## config.mk

```make
export PLATFORM = sky130hd
export DESIGN_NAME = wb_stage_buf
export DESIGN_NICKNAME = d
export VERILOG_FILES = /design/src/rtl/wb_stage_buf.sv
export SDC_FILE = /design/constraint.sdc
export NUM_CORES = 1
export LEC_CHECK = 0
export CELL_PAD_IN_SITES_DETAIL_PLACEMENT = 1
export CELL_PAD_IN_SITES_GLOBAL_PLACEMENT = 2
export CORE_MARGIN = 2
export CORE_UTILIZATION = 30
export DETAILED_ROUTE_END_ITERATION = 12
export PLACE_DENSITY = 0.81
export REMOVE_ABC_BUFFERS = 1
export SLEW_MARGIN = 10
export SYNTH_ARGS = -nofsm -noshare
export SYNTH_HDL_FRONTEND = slang
export SYNTH_SLANG_ARGS = --single-unit
```

## constraint.sdc

```tcl
create_clock -name clk -period 2.3 [get_ports clk]
set_input_delay 0.46 -clock clk [delete_from_list [all_inputs] [get_ports clk]]
set_output_delay 0.46 -clock clk [all_outputs]
set_load 0.02 [all_outputs]
```

## src/rtl/wb_stage_buf.sv

```systemverilog
// Writeback stage with a DEPTH-entry pending-write FIFO toward register_file.
// Also provides a hazard lookup over pending writes. Optional same-cycle bypass: WB_STAGE_BUF_BYPASS_EN.
module wb_stage_buf #(
   parameter int DATA_W     = 16,
   parameter int REG_ADDR_W = 3,
   parameter int NUM_SRC    = 2,
   parameter int SEL_W      = 1,
   parameter int DEPTH      = 4
) (
   input  logic                                         clk,
   input  logic                                         rst_n,
   input  logic [NUM_SRC*DATA_W+REG_ADDR_W+SEL_W:0]     pipeline_reg_in,
   input  logic                                         in_valid,
   output logic                                         in_ready,
   output logic                                         reg_write_en,
   output logic [REG_ADDR_W-1:0]                        reg_write_dest,
   output logic [DATA_W-1:0]                            reg_write_data,
   input  logic                                         reg_write_ready,
   output logic [REG_ADDR_W-1:0]                        wb_op_dest,
   input  logic [REG_ADDR_W-1:0]                        hz_addr,
   output logic                                         hz_hit,
   output logic [DATA_W-1:0]                            hz_data,
   output logic [$clog2(DEPTH):0]                       pending_cnt
);

   localparam int IN_W  = NUM_SRC*DATA_W + 1 + REG_ADDR_W + SEL_W;
   localparam int PTR_W = $clog2(DEPTH);
   localparam int CNT_W = PTR_W + 1;

   logic                  inEn;
   logic [REG_ADDR_W-1:0] inDest;
   logic [SEL_W-1:0]      inSel;
   logic [DATA_W-1:0]     inData;

   logic [REG_ADDR_W-1:0] destMem_q [DEPTH];
   logic [DATA_W-1:0]     dataMem_q [DEPTH];
   logic [PTR_W-1:0]      rdPtr_q, rdPtr_d;
   logic [PTR_W-1:0]      wrPtr_q, wrPtr_d;
   logic [CNT_W-1:0]      count_q, count_d;

   logic fifoEmpty;
   logic bypassAct;
   logic push;
   logic pop;

   assign inSel  = pipeline_reg_in[SEL_W-1:0];
   assign inDest = pipeline_reg_in[SEL_W +: REG_ADDR_W];
   assign inEn   = pipeline_reg_in[SEL_W+REG_ADDR_W];

   // src0 occupies the most significant field; out-of-range selects yield zero.
   always_comb begin
      inData = '0;
      for (int k = 0; k < NUM_SRC; k++) begin
         if (inSel == SEL_W'(k)) begin
            inData = pipeline_reg_in[IN_W-1-k*DATA_W -: DATA_W];
         end
      end
   end

   assign fifoEmpty = (count_q == '0);
   assign in_ready  = (count_q != CNT_W'(DEPTH));

`ifdef WB_STAGE_BUF_BYPASS_EN
   assign bypassAct = fifoEmpty && in_valid && inEn;
`else
   assign bypassAct = 1'b0;
`endif

   // A bypassed write that the register file takes this cycle never enters the FIFO.
   assign push = in_valid && in_ready && inEn && !(bypassAct && reg_write_ready);
   assign pop  = !fifoEmpty && reg_write_ready;

   always_comb begin
      rdPtr_d = rdPtr_q;
      wrPtr_d = wrPtr_q;
      count_d = count_q;
      if (push) begin
         wrPtr_d = wrPtr_q + PTR_W'(1);
      end
      if (pop) begin
         rdPtr_d = rdPtr_q + PTR_W'(1);
      end
      case ({push, pop})
         2'b10:   count_d = count_q + CNT_W'(1);
         2'b01:   count_d = count_q - CNT_W'(1);
         default: count_d = count_q;
      endcase
   end

   always_ff @(posedge clk or negedge rst_n) begin
      if (!rst_n) begin
         rdPtr_q <= '0;
         wrPtr_q <= '0;
         count_q <= '0;
         for (int i = 0; i < DEPTH; i++) begin
            destMem_q[i] <= '0;
            dataMem_q[i] <= '0;
         end
      end else begin
         rdPtr_q <= rdPtr_d;
         wrPtr_q <= wrPtr_d;
         count_q <= count_d;
         if (push) begin
            destMem_q[wrPtr_q] <= inDest;
            dataMem_q[wrPtr_q] <= inData;
         end
      end
   end

   always_comb begin
      reg_write_en   = 1'b0;
      reg_write_dest = '0;
      reg_write_data = '0;
      wb_op_dest     = '0;
      if (!fifoEmpty) begin
         reg_write_en   = 1'b1;
         reg_write_dest = destMem_q[rdPtr_q];
         reg_write_data = dataMem_q[rdPtr_q];
         wb_op_dest     = destMem_q[rdPtr_q];
      end else if (bypassAct) begin
         reg_write_en   = 1'b1;
         reg_write_dest = inDest;
         reg_write_data = inData;
      end
   end

   // Scan oldest to youngest so the last match found is the most recent push.
   always_comb begin
      hz_hit  = 1'b0;
      hz_data = '0;
      for (int i = 0; i < DEPTH; i++) begin
         if ((CNT_W'(i) < count_q) && (destMem_q[rdPtr_q + PTR_W'(i)] == hz_addr)) begin
            hz_hit  = 1'b1;
            hz_data = dataMem_q[rdPtr_q + PTR_W'(i)];
         end
      end
      if (bypassAct && (inDest == hz_addr)) begin
         hz_hit  = 1'b1;
         hz_data = inData;
      end
   end

   assign pending_cnt = count_q;

endmodule

```

Word-level counts from Yosys, hierarchy flattened:

Cells that the tools add are included.

* bitwise gates (word level): 5
* equal/unequal tests: 7
* $add $sub $neg: 6
* muxes and demuxes: 43
* order comparisons: 10
* reduce and logical (&&, ||, !) cells: 11

Operators by type and width (count)
* 2-to-1 mux 16 bit: 15
* binary-select mux 16 bit (select 2 bit): 4
* bitwise mux 64 bit: 1
* demux 16 bit (select 2 bit): 1
* 2-to-1 mux 3 bit: 10
* binary-select mux 3 bit (select 2 bit): 4
* greater-or-equal comparator 3 bit, second input constant: 5
* inverter 2 -> 3 bit: 5
* bitwise mux 12 bit: 1
* equality test 3 bit: 4
* logical AND 1 bit: 8
* demux 3 bit (select 2 bit): 1
* < comparator 1 x 3 -> 1 bit, first input constant: 2
* < comparator 2 x 3 -> 1 bit, first input constant: 2
* one-hot mux 3 bit (2 select lines): 1
* 2-to-1 mux 1 bit: 5
* adder 2 x 1 -> 2 bit, second input constant: 2
* adder 2 bit, second input constant: 2
* adder 3 x 1 -> 3 bit, second input constant: 1
* logical NOT 3 bit: 1
* < comparator 3 x 1 -> 1 bit, second input constant: 1
* inequality test 3 bit, second input constant: 1
* subtractor 3 x 1 -> 3 bit, second input constant: 1
* equality test 2 x 1 -> 1 bit, second input constant: 1
* 3 further kinds: 3

* register bits after elaboration: 83
* bits of input ports: 44

Depth between registers and ports, before layout:

* word-level depth: 10
* gate-level depth with buffers: 10

Least setup slack after synthesis:

Ideal clock, no wire load.

* kind: reg2out
* start point: reg rdPtr_q[1]
* end point: out hz_data[14]
* arrival: 2.234 ns
* required time: 1.840 ns
* stages on the path, launching flop included: 11
* path slack: -0.394 ns
* buffers on the path: 4
* path through: dfrtp_1 -> buf_6 -> buf_6 -> mux2i_1 -> mux2_2 -> xor2_1 -> and4_1 -> buf_2 -> clkbuf_1 -> nand3b_1 -> a31oi_1

* word-level cells in the longest chain between the ends: 10
* elaborated cells on any way between the ends: 43
* classes of those cells: add/sub (3); eq/ne (4); mux (28); bitwise (4); reduce/logical (4)

RTL lines
* from (decl): line 37 `logic [PTR_W-1:0] rdPtr_q, rdPtr_d;`
* from (signal assigned): line 100 `rdPtr_q <= rdPtr_d;`
* adder 2 x 1 -> 2 bit or inverter 2 -> 3 bit (tied branches): line 132, 134
* inverter 2 -> 3 bit (not written as such) or binary-select mux 3 bit (select 2 bit) (tied branches): line 132, 134
* binary-select mux 3 bit (select 2 bit) or 2-to-1 mux 3 bit (tied branches): line 132 `if ((CNT_W'(i) < count_q) && (destMem_q[rdPtr_q + PTR_W'(i)] == hz_addr)) begin`
* 2-to-1 mux 3 bit (not written as such): line 132
* 2-to-1 mux 3 bit (not written as such) or equality test 3 bit (tied branches): line 132
* equality test 3 bit or logical AND 1 bit (tied branches): line 132
* logical AND 1 bit or 2-to-1 mux 16 bit (tied branches): line 132
* 2-to-1 mux 16 bit (2 in series): line 132
* 2-to-1 mux 16 bit (*): line 132
* to (decl): line 22 `output logic [DATA_W-1:0] hz_data,`

Mark *: on every way between the ends. The rest lies on a longest branch, timed or not. The select of a mux whose other input is x is not followed.

Worst setup path in the final report:

* start point: reg rdPtr_q[1]
* end point: out hz_data[10]

The elaborated chain is that of the path after synthesis.

==> results.toml <==
[status]
outcome = "complete, but fails checks"
violations = "setup timing"

[route]
dr_total_vias = 5397
ant_nets = 0
met2WireLength_um = 9961
first_iter_violations = 183
drt_wl_total_um = 19530
top_layer = "met4"
met3WireLength_um = 647
drc = 0
wl_met1_um = 8358
wire_per_inst_um = 18.87
dr.pass1.iters = 4
vias_per_cell = 5.214

[die]
die_x_um = 141.6
die_area_mm2 = 0.02004
die_h_um = 141.6
num_io_pins = 88
core_area_mm2 = 0.01864
rows = 50
initial_core_util_pct = 30.45

[setup_path]
arrival_ns = 2.72
endpoint_kind = "primary output"
criticalPathCategory = "register to primary output"
worstRegToRegCells = 11
rrSetupSlack_ns = 0.13
r2r_end = "pending_cnt[2]"
r2r-start = "pending_cnt[0]"
path_max_fanout = 6
required_ns = 1.84
start_kind = "register"

[grt]
grt_pass1_wl_um = 30770
grtUsageTotal_pct = 19.56
overflow = 0
grt_pass1_vias = 5789
grt_max_degree = 50
grt_antenna_before_repair = 0

[cells_and_area]
num_antenna_cells = 0
fin_util_pct = 44.01
final_common_cell = "nand2_1"
final_cell_mix = "nand2_1, buf_4, mux2i_1"
regArea_mm2 = 0.002082
area_growth_pct = 44.52
fillers = 2098
drive_gt1_share_pct = 31.46
fin_nets = 849
multi_input_area_mm2 = 0.003576

[sta]
finClkSkew_ns = 0.008772
period_needed_ns = 3.185
layout_setup_ws_ns = -0.8849
worstMarginPinSlew_ns = 0.6669
fin_crit_sh_pct = 138.5
hold_viol_final = 0
clock.fmax_mhz = 314.0
slew_violations = 0
rsz0062_at_grt = "true"
maxSlewHeadroom_pct = 55.54
fin_setup_tns_ns = -19.76
setup_violations = 39

[clock_tree]
cts_tree = "built"
ctsHtreeMaxLevel = 3
ctsLongestPathBuffers = 2
clock_latency_ns = 0.34
clk_pin_slew_worst_paths_ns = 0.07
clock_sinks = 83
cts-root-buf = "clkbuf_16"
cts_buffers = 9

[yosys]
ys_ff_latch = 83
yosysTopAreaCell = "dfrtp_1"
syn_area_mm2 = 0.005677
yosys-top-cells-area = "dfrtp_1, mux2i_1, nand2_1"
synth-seq-area-share_pct = 36.59
syn_inst = 638
syn_avg_cell_area_um2 = 8.898
yosysWarnings = 0
netlist.area_leader.share_pct = 36.59
yosysUniqueCellTypes = 34

[power]
p_leak_nw = 3.830
power.total_mw = 15.76
ir_drop_mv = 0.5790
power_density_mw_per_mm2 = 1922

[placed_design]
io_buffer_count = 87
post-place-ws_ns = -1.205
hpwl_um = 13500
routabilityCongestion = 0.8482

[min_path]
hp-class = "primary input to async pin"

[job]
drv_cap = 0
-- worst max-delay path, cell delays in order, from the launching register on --
cell       delay [ns]
dfrtp_4          0.49
buf_6            0.13
mux4_2           0.52
xnor2_2          0.24
nand4_4          0.14
o211ai_4         0.15
clkbuf_16        0.21
buf_4            0.10
o22ai_1          0.07
a31oi_1          0.16
buf_4            0.16
-- cells by family after synthesis --
group / Yosys count / share of synthesized area [%]
muxes: 127 / 24.18
and+or+nand+nor: 202 / 15.58
DFF: 83 / 36.59
AOI/OAI and AO/OA: 137 / 13.16
xor gates and xnor gates: 20 / 3.482
buffers and inverters: 60 / 5.025
adders and majority gates: 9 / 1.984
-- worst max path at each step --
stage	end	cells past startpoint	from
floorplan	hz_data[0]	5	rdPtr_q[0]
global placement	hz_data[2]	7	hz_addr[0]
detailed placement	hz_data[13]	8	hz_addr[0]
CTS	hz_data[13]	10	rdPtr_q[1]
global route	hz_data[9]	10	rdPtr_q[1]
finish	hz_data[10]	10	rdPtr_q[1]
-- through the flow --
| stage | cell area, µm² | std cells | hold WS [ns] |
|---|---|---|---|
| floorplan | 5418 | 585 | 0.1644 |
| global placement | 7422 | 999 | 0.4813 |
| detailed placement | 7422 | 999 | 0.4957 |
| CTS | 7924 | 1032 | 0.1637 |
| global route | 8204 | 1035 | 0.1946 |
| finish | 8204 | 1035 | 0.1470 |
-- synthesized netlist by cell type --
cell / number
o211ai_2: 1
mux2_2: 31
nand2_1: 121
a21o_1: 1
xnor2_1: 10
nand3_1: 17
nor2b_1: 1
and4_1: 1
xnor2_2: 3
or3_4: 1
buf_1: 4
a31oi_1: 16
nor2_1: 38
and2_1: 2
clkinv_1: 1
a21oi_4: 1
xor2_1: 7
o21ai_0: 84
buf_2: 9
or3_1: 1
mux2i_1: 91
buf_6: 3
clkbuf_1: 30
o22ai_1: 16
mux4_2: 5
nor3_1: 2
buf_4: 7
and3_1: 1
a21oi_1: 18
nand3b_1: 16
dfrtp_1: 83
ha_1: 9
inv_1: 6
nand4_4: 1
-- state kept, by name, summed over array words and instances (netlist names) --
| name | cells |
|---|---|
| destMem_q | 12 |
| pending_cnt | 3 |
| dataMem_q | 64 |
| rdPtr_q | 2 |
| wrPtr_q | 2 |
-- area by class of cell --
cell class              count  area share [%]
well taps                 234           3.569
inverters                   7          0.3203
repair buffers            200           23.81
clock inverters             4          0.3355
multi-input cells         495           43.59
clock buffers              12           3.004
flip-flops and latches     83           25.38
-- per-layer routing --
layer  vias up  track usage [%]
met4         0            7.895
met2       116            35.64
li1       2539                -
met1      2703            23.57
met3        39            2.059
met5         -                0
-- where the power goes --
part           total, mW  switching [mW]  internal [mW]
sequential          2.80           0.640           2.16
clock               1.34           0.580          0.760
combinational       11.6            5.94           5.68
total               15.8            7.16           8.60
-- repair_timing --
action | 4_1_cts | 5_1_grt
endpoints found under the setup margin | 45 | 41
pin swaps | 27 | 5
cloned | 0 | 1
hold buffers | 0 | 0
resized for setup | 205 | 82
setup buffers | 18 | 2
(Power assumes the default switching activity.)
